**config.mk**
```make
export PLATFORM = sky130hd
export DESIGN_NAME = cache_mem_arbiter
export DESIGN_NICKNAME = d
export VERILOG_FILES = /design/src/rtl/cache_mem_arbiter.sv
export SDC_FILE = /design/constraint.sdc
export NUM_CORES = 1
export LEC_CHECK = 0
export BUFFER_PORTS_ARGS = -buffer_cell sky130_fd_sc_hd__buf_2
export CAP_MARGIN = 5
export CORE_AREA = 5 5 530 532
export DETAILED_ROUTE_END_ITERATION = 16
export DIE_AREA = 0 0 535 537
export PLACE_DENSITY = 0.3
export SETUP_SLACK_MARGIN = 0.5
export SYNTH_ARGS = -nofsm -noshare
export SYNTH_HDL_FRONTEND = slang
export SYNTH_SLANG_ARGS = --single-unit
```
**constraint.sdc**
```tcl
create_clock -name clk -period 1.9 [get_ports clk]
set_input_delay 0 -clock clk [delete_from_list [all_inputs] [get_ports clk]]
set_output_delay 0 -clock clk [all_outputs]
set_load 0.02 [all_outputs]
```
**src/rtl/cache_mem_arbiter.sv**
```systemverilog
// cache_mem_arbiter: shares one cacheline memory port between the I-cache
// (read-only) and the D-cache (read/write). One transaction at a time,
// round-robin between the two requesters, with the winner's request
// latched and held on the memory side until pmem_resp.
module cache_mem_arbiter #(
  parameter int unsigned ADDR_W = 32,
  parameter int unsigned LINE_W = 256
) (
  input  logic              clk,
  input  logic              rst,
  // instruction cache
  input  logic              i_read,
  input  logic [ADDR_W-1:0] i_addr,
  output logic [LINE_W-1:0] i_rdata,
  output logic              i_resp,
  // data cache
  input  logic              d_read,
  input  logic              d_write,
  input  logic [ADDR_W-1:0] d_addr,
  input  logic [LINE_W-1:0] d_wdata,
  output logic [LINE_W-1:0] d_rdata,
  output logic              d_resp,
  // physical memory
  output logic              pmem_read,
  output logic              pmem_write,
  output logic [ADDR_W-1:0] pmem_addr,
  output logic [LINE_W-1:0] pmem_wdata,
  input  logic [LINE_W-1:0] pmem_rdata,
  input  logic              pmem_resp
);

  typedef enum logic [1:0] {
    IDLE    = 2'd0,
    SERVE_I = 2'd1,
    SERVE_D = 2'd2
  } state_e;

  // Round-robin pointer encoding: which port was granted most recently.
  localparam logic PORT_I = 1'b0;
  localparam logic PORT_D = 1'b1;

  state_e              state_q, state_d;
  logic                last_q, last_d;
  logic [ADDR_W-1:0]   addr_q, addr_d;
  logic                wr_q, wr_d;
  logic [LINE_W-1:0]   wdata_q, wdata_d;

  logic                i_req;
  logic                d_req;

  assign i_req = i_read;
  assign d_req = d_read | d_write;

  // State register and transaction latches; async reset clears everything.
  always_ff @(posedge clk or negedge rst) begin
    if (!rst) begin
      state_q <= IDLE;
      last_q  <= PORT_I;
      addr_q  <= '0;
      wr_q    <= 1'b0;
      wdata_q <= '0;
    end else begin
      state_q <= state_d;
      last_q  <= last_d;
      addr_q  <= addr_d;
      wr_q    <= wr_d;
      wdata_q <= wdata_d;
    end
  end

  // Next-state and grant decision; latches load only on a grant from IDLE.
  always_comb begin
    state_d = state_q;
    last_d  = last_q;
    addr_d  = addr_q;
    wr_d    = wr_q;
    wdata_d = wdata_q;
    unique case (state_q)
      IDLE: begin
        // D wins when alone, or on contention when I was served last.
        if (d_req && (!i_req || (last_q == PORT_I))) begin
          state_d = SERVE_D;
          last_d  = PORT_D;
          addr_d  = d_addr;
          // Simultaneous read+write resolves to a write.
          wr_d    = d_write;
          if (d_write) begin
            wdata_d = d_wdata;
          end
        end else if (i_req) begin
          state_d = SERVE_I;
          last_d  = PORT_I;
          addr_d  = i_addr;
          wr_d    = 1'b0;
        end
      end
      SERVE_I, SERVE_D: begin
        if (pmem_resp) begin
          state_d = IDLE;
        end
      end
      default: begin
        state_d = IDLE;
      end
    endcase
  end

  // Output decode from registered state/latches; resp and rdata are
  // routed only to the port being served.
  always_comb begin
    pmem_read  = 1'b0;
    pmem_write = 1'b0;
    pmem_addr  = '0;
    pmem_wdata = '0;
    i_resp     = 1'b0;
    i_rdata    = '0;
    d_resp     = 1'b0;
    d_rdata    = '0;
    unique case (state_q)
      SERVE_I: begin
        pmem_read  = ~wr_q;
        pmem_write = wr_q;
        pmem_addr  = addr_q;
        pmem_wdata = wdata_q;
        i_resp     = pmem_resp;
        i_rdata    = pmem_rdata;
      end
      SERVE_D: begin
        pmem_read  = ~wr_q;
        pmem_write = wr_q;
        pmem_addr  = addr_q;
        pmem_wdata = wdata_q;
        d_resp     = pmem_resp;
        d_rdata    = pmem_rdata;
      end
      default: begin
      end
    endcase
  end

endmodule

```
Word level (Yosys, flattened, before mapping)
Cells that the tools add are included.

word-level totals
  register bits = 292
  bits of input ports = 582
  output and inout port bits = 804
  word-level logic and storage cells = 38

cells by class
  equal/unequal tests = 4
  multiplexer cells = 17
  bitwise operators = 3
  reduce and logical (&&, ||, !) cells = 9

operators by type and width
  cell                  number
  $mux W256             3
  $mux W32              3
  $mux W1               7
  $mux W2               3
  $pmux W2 S2           1
  $reduce_and A2 Y1     2
  $ne A3 B3 Y1 const B  1
  $reduce_and A3 Y1     1
  $eq A2 B1 Y1 const B  1
  $eq A2 B2 Y1 const B  1
  $logic_not A2 Y1      1
  $ne A2 B1 Y1 const B  1
  $not A1 Y1            2
  $reduce_bool A2 Y1    1
  $reduce_or A2 Y1      1
  $logic_and A1 B1 Y1   1
  $logic_not A1 Y1      1
  $logic_or A1 B1 Y1    1
  $or A1 B1 Y1          1

Depth between registers and ports, before layout
Gate-level depths: netlist (run 1).

  depth in word-level cells = 5
  mapped depth = 7

Worst setup path before layout (run 1)
OpenSTA, ideal clock, no wires.

  path kind = reg2reg
  start point = register state_q[0]
  end point = register wdata_q[226]
  library setup time = 127 ps
  data arrival time = 1566 ps
  data required time = 1773 ps
  setup slack = 207 ps
  cell stages (with the launch flop) = 8
  buffers on the path = 2
  path through = dfrtp_1 -> inv_1 -> ha_1 -> nand2_1 -> a21oi_4 -> buf_4 -> buf_6 -> mux2_1

on the way
  cells in the longest elaborated chain, start to end = 2

RTL lines
  what                                line  source
  start: declaration                  42    state_e state_q, state_d;
  start signal: assignment            63    state_q <= state_d;
  $logic_not A2 Y1                    78    unique case (state_q)
  $reduce_and A3 Y1 (no source line)  -
  end signal: assignment              67    wdata_q <= wdata_d;
  end: declaration                    46    logic [LINE_W-1:0] wdata_q, wdata_d;

Every way passes these cells.
A chain may end at the register's enable or synchronous reset.

Final worst setup path (run 1)
  start point = register state_q[1]
  end point = output port d_rdata[227]

on the way
  cells in the longest elaborated chain, start to end = 2

RTL lines
  what              line  source
  $eq A2 B2 Y1      119   unique case (state_q)
  $mux W256         119
  end: declaration  21    output logic [LINE_W-1:0] d_rdata,

Every way passes these cells.

==> results.py, run 1 <==
metrics = {
    "sta": {
        "fin_crit_ps": 2300,
        "finalClockSkew_ps": 36.7,
        "hold_violations": 0,
        "setup_ws_ps": -402,
        "tns_ps": -220750,
        "fmax_mhz": 434,
        "final-setup-viol-count": 804,
        "slew_viol_final": 0,
        "fin_crit_sh_pct": 121,
        "maxSlewHeadroom_pct": 58.0,
        "rsz0062_at_grt": "true",
        "whs_ps": 154,
        "worst_pin_slew_ps": 630,
    },
    "min_path": {
        "min_path_type": "in2reg",
    },
    "clock_tree": {
        "clkTransAtPathRegs_ps": 70,
        "clk_latency_ps": 600,
        "clock_sinks": 292,
        "cts_tree": "done",
        "cts_root_buffer": "clkbuf_16",
        "cts_inserted_buffers": 39,
        "clock_path_buffers": 3,
        "cts-htree-levels": 2,
    },
    "job": {
        "drv_cap": 0,
    },
    "floorplan": {
        "placementRows": 193,
        "coreArea_mm2": 0.276,
        "die_w_um": 535,
        "die_y_um": 537,
        "start_util_pct": 6.05,
        "num_io_pins": 1386,
        "die-area_mm2": 0.287,
    },
    "layout": {
        "post-route-util_pct": 14.2,
        "nFillCells": 31400,
        "area_growth_pct": 134,
        "seq_area_mm2": 0.00731,
        "finalNonFillerCells": 7143,
        "final_layout_size_suffix_gt1_share_pct": 57.1,
        "nNetsFinal": 3970,
        "multiInputGateArea_mm2": 0.00942,
    },
    "power": {
        "power.total_mw": 74.1,
        "p_per_area_mw_per_mm2": 1900,
        "vdd_drop_max_mv": 1.04,
        "static-leakage-power_nw": 18.1,
    },
    "drt": {
        "drt_first_pass_iters": 5,
        "drt_iter0_markers": 828,
        "drtAntennaViolNets": 0,
        "drc": 0,
        "wl_um": 213000,
        "via_per_inst": 2.80,
        "routedWlPerCell_um": 29.9,
        "num_vias": 20000,
    },
    "place": {
        "globalplace.congestion": 0.918,
        "dp_cells": 6663,
        "portBuffers": 1385,
        "dp_hpwl_um": 188000,
    },
    "synthesis": {
        "yosys_warnings": 0,
        "yosys.area.top_type_share_pct": 43.8,
        "syn_area_mm2": 0.0167,
        "synth.distinct_cells": 23,
        "avgSynthCellArea_um2": 10.5,
        "synthesis.nets": 2178,
        "yosysSeqAreaShare_pct": 43.8,
        "ys_top_cells_by_area": "dfrtp_1 (44%), and2_1 (30%), mux2_1 (15%)",
        "yosysTopAreaCell": "dfrtp_1",
        "ys_ff_latch": 292,
        "netlist_instances": 1593,
    },
    "outcome": {
        "status": "finished with violations",
        "violations": "setup timing",
    },
    "worst_setup_path": {
        "startpoint_type": "flop",
        "required_ps": 1900,
        "cp.arrival_ps": 2300,
        "critPathCaptureType": "output port",
        "crit_fanout": 14,
        "path_class": "reg2out",
    },
    "global_route": {
        "grt_first_pass_wirelength_um": 257000,
        "grt-ovfl-total": 0,
        "grt_use_total_pct": 14.0,
        "grt_pass1_vias": 21400,
        "antenna_found_initial": 121,
        "grt_max_degree": 59,
    },
}
[routing by layer]
metal	vias to the layer above	share of wire [%]	wire (um)	GRT usage, %
li1	8753	-	-	-
met1	9731	37	79800	15.2
met2	1223	47	100000	23.5
met3	234	13	27600	8.12
met4	48	2.5	5290	2.83
met5	-	0.27	569	0.691
[final cells by class]
| class | count | share of cell area, % |
|---|---|---|
| diodes | 23 | 0.147 |
| clock buffers | 56 | 2.92 |
| clock inverters | 15 | 0.589 |
| inverters | 2 | 0.0192 |
| multi-input cells | 1173 | 24.1 |
| flip-flops and latches | 292 | 18.7 |
| well taps | 3705 | 11.9 |
| repair buffers | 1877 | 41.6 |
[cell families (layout without fill, tap and decap cells)]
family | after synthesis | after routing | share of synthesized area (%)
and+or+nand+nor | 841 | 841 | 31.0
other | 0 | 23 | 0
AOI/OAI and AO/OA | 41 | 41 | 1.47
adders and majority gates | 3 | 3 | 0.225
DFF | 292 | 292 | 43.8
buffers and inverters | 128 | 1950 | 4.23
muxes | 288 | 288 | 19.2
[Yosys cell counts]
master and n:
a21o_1 2, a21oi_1 1, a21oi_4 1, a22o_1 3, and2_1 803, buf_2 5
buf_4 6, buf_6 23, buf_8 2, clkbuf_1 90, dfrtp_1 292, ha_1 3
inv_1 2, mux2_1 219, mux2_2 37, mux2i_1 32, nand2_1 33, nor2_1 2
nor2b_1 2, nor3_1 1, o21ai_0 32, o2bb2ai_2 1, o31ai_1 1
[registers in the layout, indices dropped and copies added (netlist names)]
name,count
wdata_q,256
addr_q,32
state_q,2
last_q,1
wr_q,1
[per-stage QoR]
step           setup WS [ps]  instance area [um^2]
5_1_grt                 -498                 39000
2_1_floorplan            243                 17000
3_5_place_dp           -29.7                 31300
6_report                -402                 39100
3_3_place_gp           -62.4                 31300
4_1_cts                 -478                 37900
[where the power goes]
part           internal (mW)  total [mW]  switching [mW]  leakage, nW
sequential              9.45        11.7            2.20         3.44
clock                   4.88        8.08            3.20        0.675
combinational           24.8        54.3            29.6         13.9
total                   39.1        74.1            35.0         18.1
[what timing repair did]
| action | 4_1_cts | 5_1_grt |
|---|---|---|
| buffers inserted | 11 | 10 |
| endpoints found under the hold margin | 583 | 0 |
| hold buffers | 328 | 0 |
| pin swaps | 2 | 0 |
| gates cloned | 25 | 12 |
| gates resized for setup | 360 | 271 |
| endpoints found under the setup margin | 1092 | 1187 |
[path summary, 6_finish.rpt]
path / startpoint / endpoint / slack [ps] / cells after the start
max in group asynchronous: rst / wdata_q[69] / 550 / 4
hold reg to reg: addr_q[2] / addr_q[2] / 470 / 2
hold / removal: d_wdata[31] / wdata_q[31] / 150 / 3
setup reg to reg: state_q[0] / wdata_q[89] / 0 / 7
min in group asynchronous: rst / wdata_q[168] / 500 / 3
setup / recovery: state_q[1] / d_rdata[227] / -400 / 8
[cells in the final DEF (no fill, tap or decap), types with 2 or more instances in the layout]
master         synthesis  layout
clkbuf_4               0      12
mux2_4                 0      38
clkbuf_8               0       8
buf_6                 23     116
buf_16                 0      32
clkinv_2               0       4
mux2_1               219     185
nand2_1               33      32
mux2i_1               32      32
buf_4                  6     152
buf_12                 0     191
clkinv_4               0       2
buf_2                  5    1013
buf_8                  2      19
nor2_1                 2       2
and2_1               803     545
a21o_1                 2       2
bufbuf_16              0       4
o21ai_0               32      32
bufinv_16              0       5
ha_4                   0       3
inv_6                  0       3
mux2_2                37      33
a22o_1                 3       3
diode_2                0      23
clkbuf_16              0      50
clkbuf_1              90       8
and2_4                 0     182
dlygate4sd3_1          0     328
and2_2                 0      76
dfrtp_1              292     292
[worst max-delay path: stages, from the launching register on]
cell	delay (ps)
dfrtp_1	390
buf_4	150
ha_4	160
buf_12	150
buf_12	170
buf_16	150
buf_16	150
and2_1	170
buf_2	160
(Power assumes the default switching activity.)
==> run 2, diff against run 1 <==
- CORE_AREA: 5 5 530 532 -> 5 5 532 534
- DIE_AREA: 0 0 535 537 -> 0 0 537 539
==> run 2 against run 1 <==
The run still ends with setup timing left; worst hold slack got worse by 130 ps; largest cell class unchanged; routed wire length grew 2.2%; highest routed layer unchanged; sequential power hardly changed; via count down 0.28%; largest power group unchanged.
==> results.py, run 2 (synthesis gave the netlist of run 1 again) <==
metrics = {
    "place": {
        "globalplace.congestion": 0.935,
        "dp_hpwl_um": 191000,
        "portBuffers": 1385,
        "place_ws_ps": -61.7,
        "dpl_cell_area_mm2": 0.0314,
    },
    "drt": {
        "routedWlPerCell_um": 30.5,
        "drt_first_pass_iters": 5,
        "num_vias": 19900,
        "drt_iter0_markers": 805,
        "wl_um": 218000,
        "drtAntennaViolNets": 0,
        "via_per_inst": 2.78,
        "drc": 0,
    },
    "sta": {
        "maxSlewHeadroom_pct": 65.6,
        "fmax_mhz": 447,
        "fin_crit_sh_pct": 118,
        "whs_ps": 27.8,
        "final-setup-viol-count": 802,
        "fin_crit_ps": 2240,
        "hold_violations": 0,
        "slew_viol_final": 0,
        "finalClockSkew_ps": 35.0,
        "setup_ws_ps": -338,
        "worst_pin_slew_ps": 501,
        "tns_ps": -190930,
        "rsz0062_at_grt": "true",
    },
    "clock_tree": {
        "clock_sinks": 292,
        "cts_root_buffer": "clkbuf_16",
        "cts_inserted_buffers": 39,
        "clkTransAtPathRegs_ps": 60,
        "clk_latency_ps": 600,
        "clock_path_buffers": 3,
        "cts_tree": "done",
        "cts-htree-levels": 2,
    },
    "worst_setup_path": {
        "crit_fanout": 28,
        "critPathCaptureType": "output port",
        "cp_slowest_cell": "dfrtp_1",
        "cpPeakStageDelay_ps": 400,
        "cp.arrival_ps": 2240,
        "startpoint_type": "flop",
        "cp_cell_sequence": "buf_6 > ha_4 > buf_12 > buf_16 > buf_12 > buf_16 > and2_1 > buf_2",
        "path_class": "reg2out",
        "required_ps": 1900,
    },
    "global_route": {
        "antenna_found_initial": 139,
        "top_usage_layer": "met2",
        "grt_first_pass_wirelength_um": 258000,
        "grt_pass1_vias": 20700,
        "grt_use_total_pct": 14.0,
        "grt-ovfl-total": 0,
        "met1_usage_pct": 18.5,
        "use_met2_pct": 22.3,
        "use_met3_pct": 5.16,
        "grt_max_degree": 64,
    },
    "power": {
        "pwr-share-seq_pct": 16.4,
        "switching_power_mw": 34.5,
        "clkPwrFrac_pct": 10.0,
        "combPwrFrac_pct": 73.6,
        "static-leakage-power_nw": 18.0,
        "p_int_mw": 38.1,
        "vdd_drop_max_mv": 0.925,
        "p_per_area_mw_per_mm2": 1850,
        "swShare_pct": 47.5,
        "power.total_mw": 72.6,
    },
    "layout": {
        "final_cell_area_mm2": 0.0392,
        "nNetsFinal": 3964,
        "layout_commonest_cell": "buf_2",
        "final_cell_mix": "buf_2 (1007), and2_1 (541), dlygate4sd3_1 (329), dfrtp_1 (292), buf_12 (201)",
        "multiInputGateArea_mm2": 0.00944,
        "largest_register": "wdata_q",
        "final_layout_size_suffix_gt1_share_pct": 57.0,
        "seq_area_mm2": 0.00731,
        "largest_register_ffs": 256,
        "reg_top3": "wdata_q (256), addr_q (32), state_q (2)",
        "area_growth_pct": 135,
        "nFillCells": 31700,
    },
    "min_path": {
        "min_path_type": "in2reg",
    },
    "floorplan": {
        "die_w_um": 537,
        "die-area_mm2": 0.289,
        "num_io_pins": 1386,
        "placementRows": 194,
        "start_util_pct": 6.00,
        "die_y_um": 539,
        "coreArea_mm2": 0.278,
    },
    "outcome": {
        "status": "finished with violations",
        "violations": "setup timing",
    },
    "job": {
        "drv_cap": 0,
    },
}
-- run 2: cell count changes in the layout (fill, tap and decap cells not counted), moves of 12 or more --
cell       delta
clkbuf_16    +12
buf_16       -14
diode_2      +13
and2_4       +14
buf_6        +73
buf_4        -72
-- run 2: stage by stage --
step | utilization [%] | cells
6_report | 14.1 | 7159
4_1_cts | 13.2 | 7080
3_5_place_dp | 11.3 | 6668
5_1_grt | 14.1 | 7127
2_1_floorplan | - | 1593
3_3_place_gp | 11.3 | 6668
-- run 2: layout make-up --
cell class	count	area share [%]
well taps	3724	11.9
multi-input cells	1173	24.1
flip-flops and latches	292	18.6
clock buffers	52	2.72
diodes	36	0.230
clock inverters	9	0.306
inverters	2	0.0191
repair buffers	1871	42.1
-- run 2: final timing paths --
path / cells past startpoint / to / startpoint / slack, ps
max in group asynchronous: 4 / wdata_q[67] / rst / 650
min in group asynchronous: 3 / wdata_q[167] / rst / 440
min reg2reg: 2 / addr_q[6] / addr_q[6] / 470
max reg2reg: 7 / wdata_q[23] / state_q[1] / 0
min: 4 / addr_q[10] / d_write / 30
max: 8 / i_rdata[91] / state_q[0] / -340
-- run 2: critical path, delay by kind of cell (launching register included) --
family                     cells  cell delay (ps)
adders and majority gates      1              160
buffers and inverters          6              890
DFF                            1              400
and+or+nand+nor                1              130
-- run 2: power groups by stage --
stage | registers, mW | clock network (mW) | logic [mW]
6_report | 11.9 | 7.25 | 53.5
4_1_cts | 12.0 | 7.67 | 48.2
3_5_place_dp | 12.0 | 0 | 44.4
5_1_grt | 12.3 | 7.85 | 56.9
3_3_place_gp | 12.1 | 0 | 44.3
2_1_floorplan | 10.4 | 0 | 20.7
-- run 2: repair_timing --
| action | 4_1_cts | 5_1_grt |
|---|---|---|
| buffers inserted | 11 | 16 |
| gates resized for setup | 135 | 581 |
| endpoints found under the setup margin | 1093 | 1095 |
| hold buffers | 329 | 0 |
| endpoints found under the hold margin | 583 | 0 |
| cloned | 11 | 27 |
| pin swaps | 11 | 23 |
-- run 2: routing by layer --
layer  up-vias  part of all wire, %
met4        18                  2.0
met1      9745                   44
li1       8725                    -
met2      1231                   44
met5         -                0.055
met3       214                  9.9
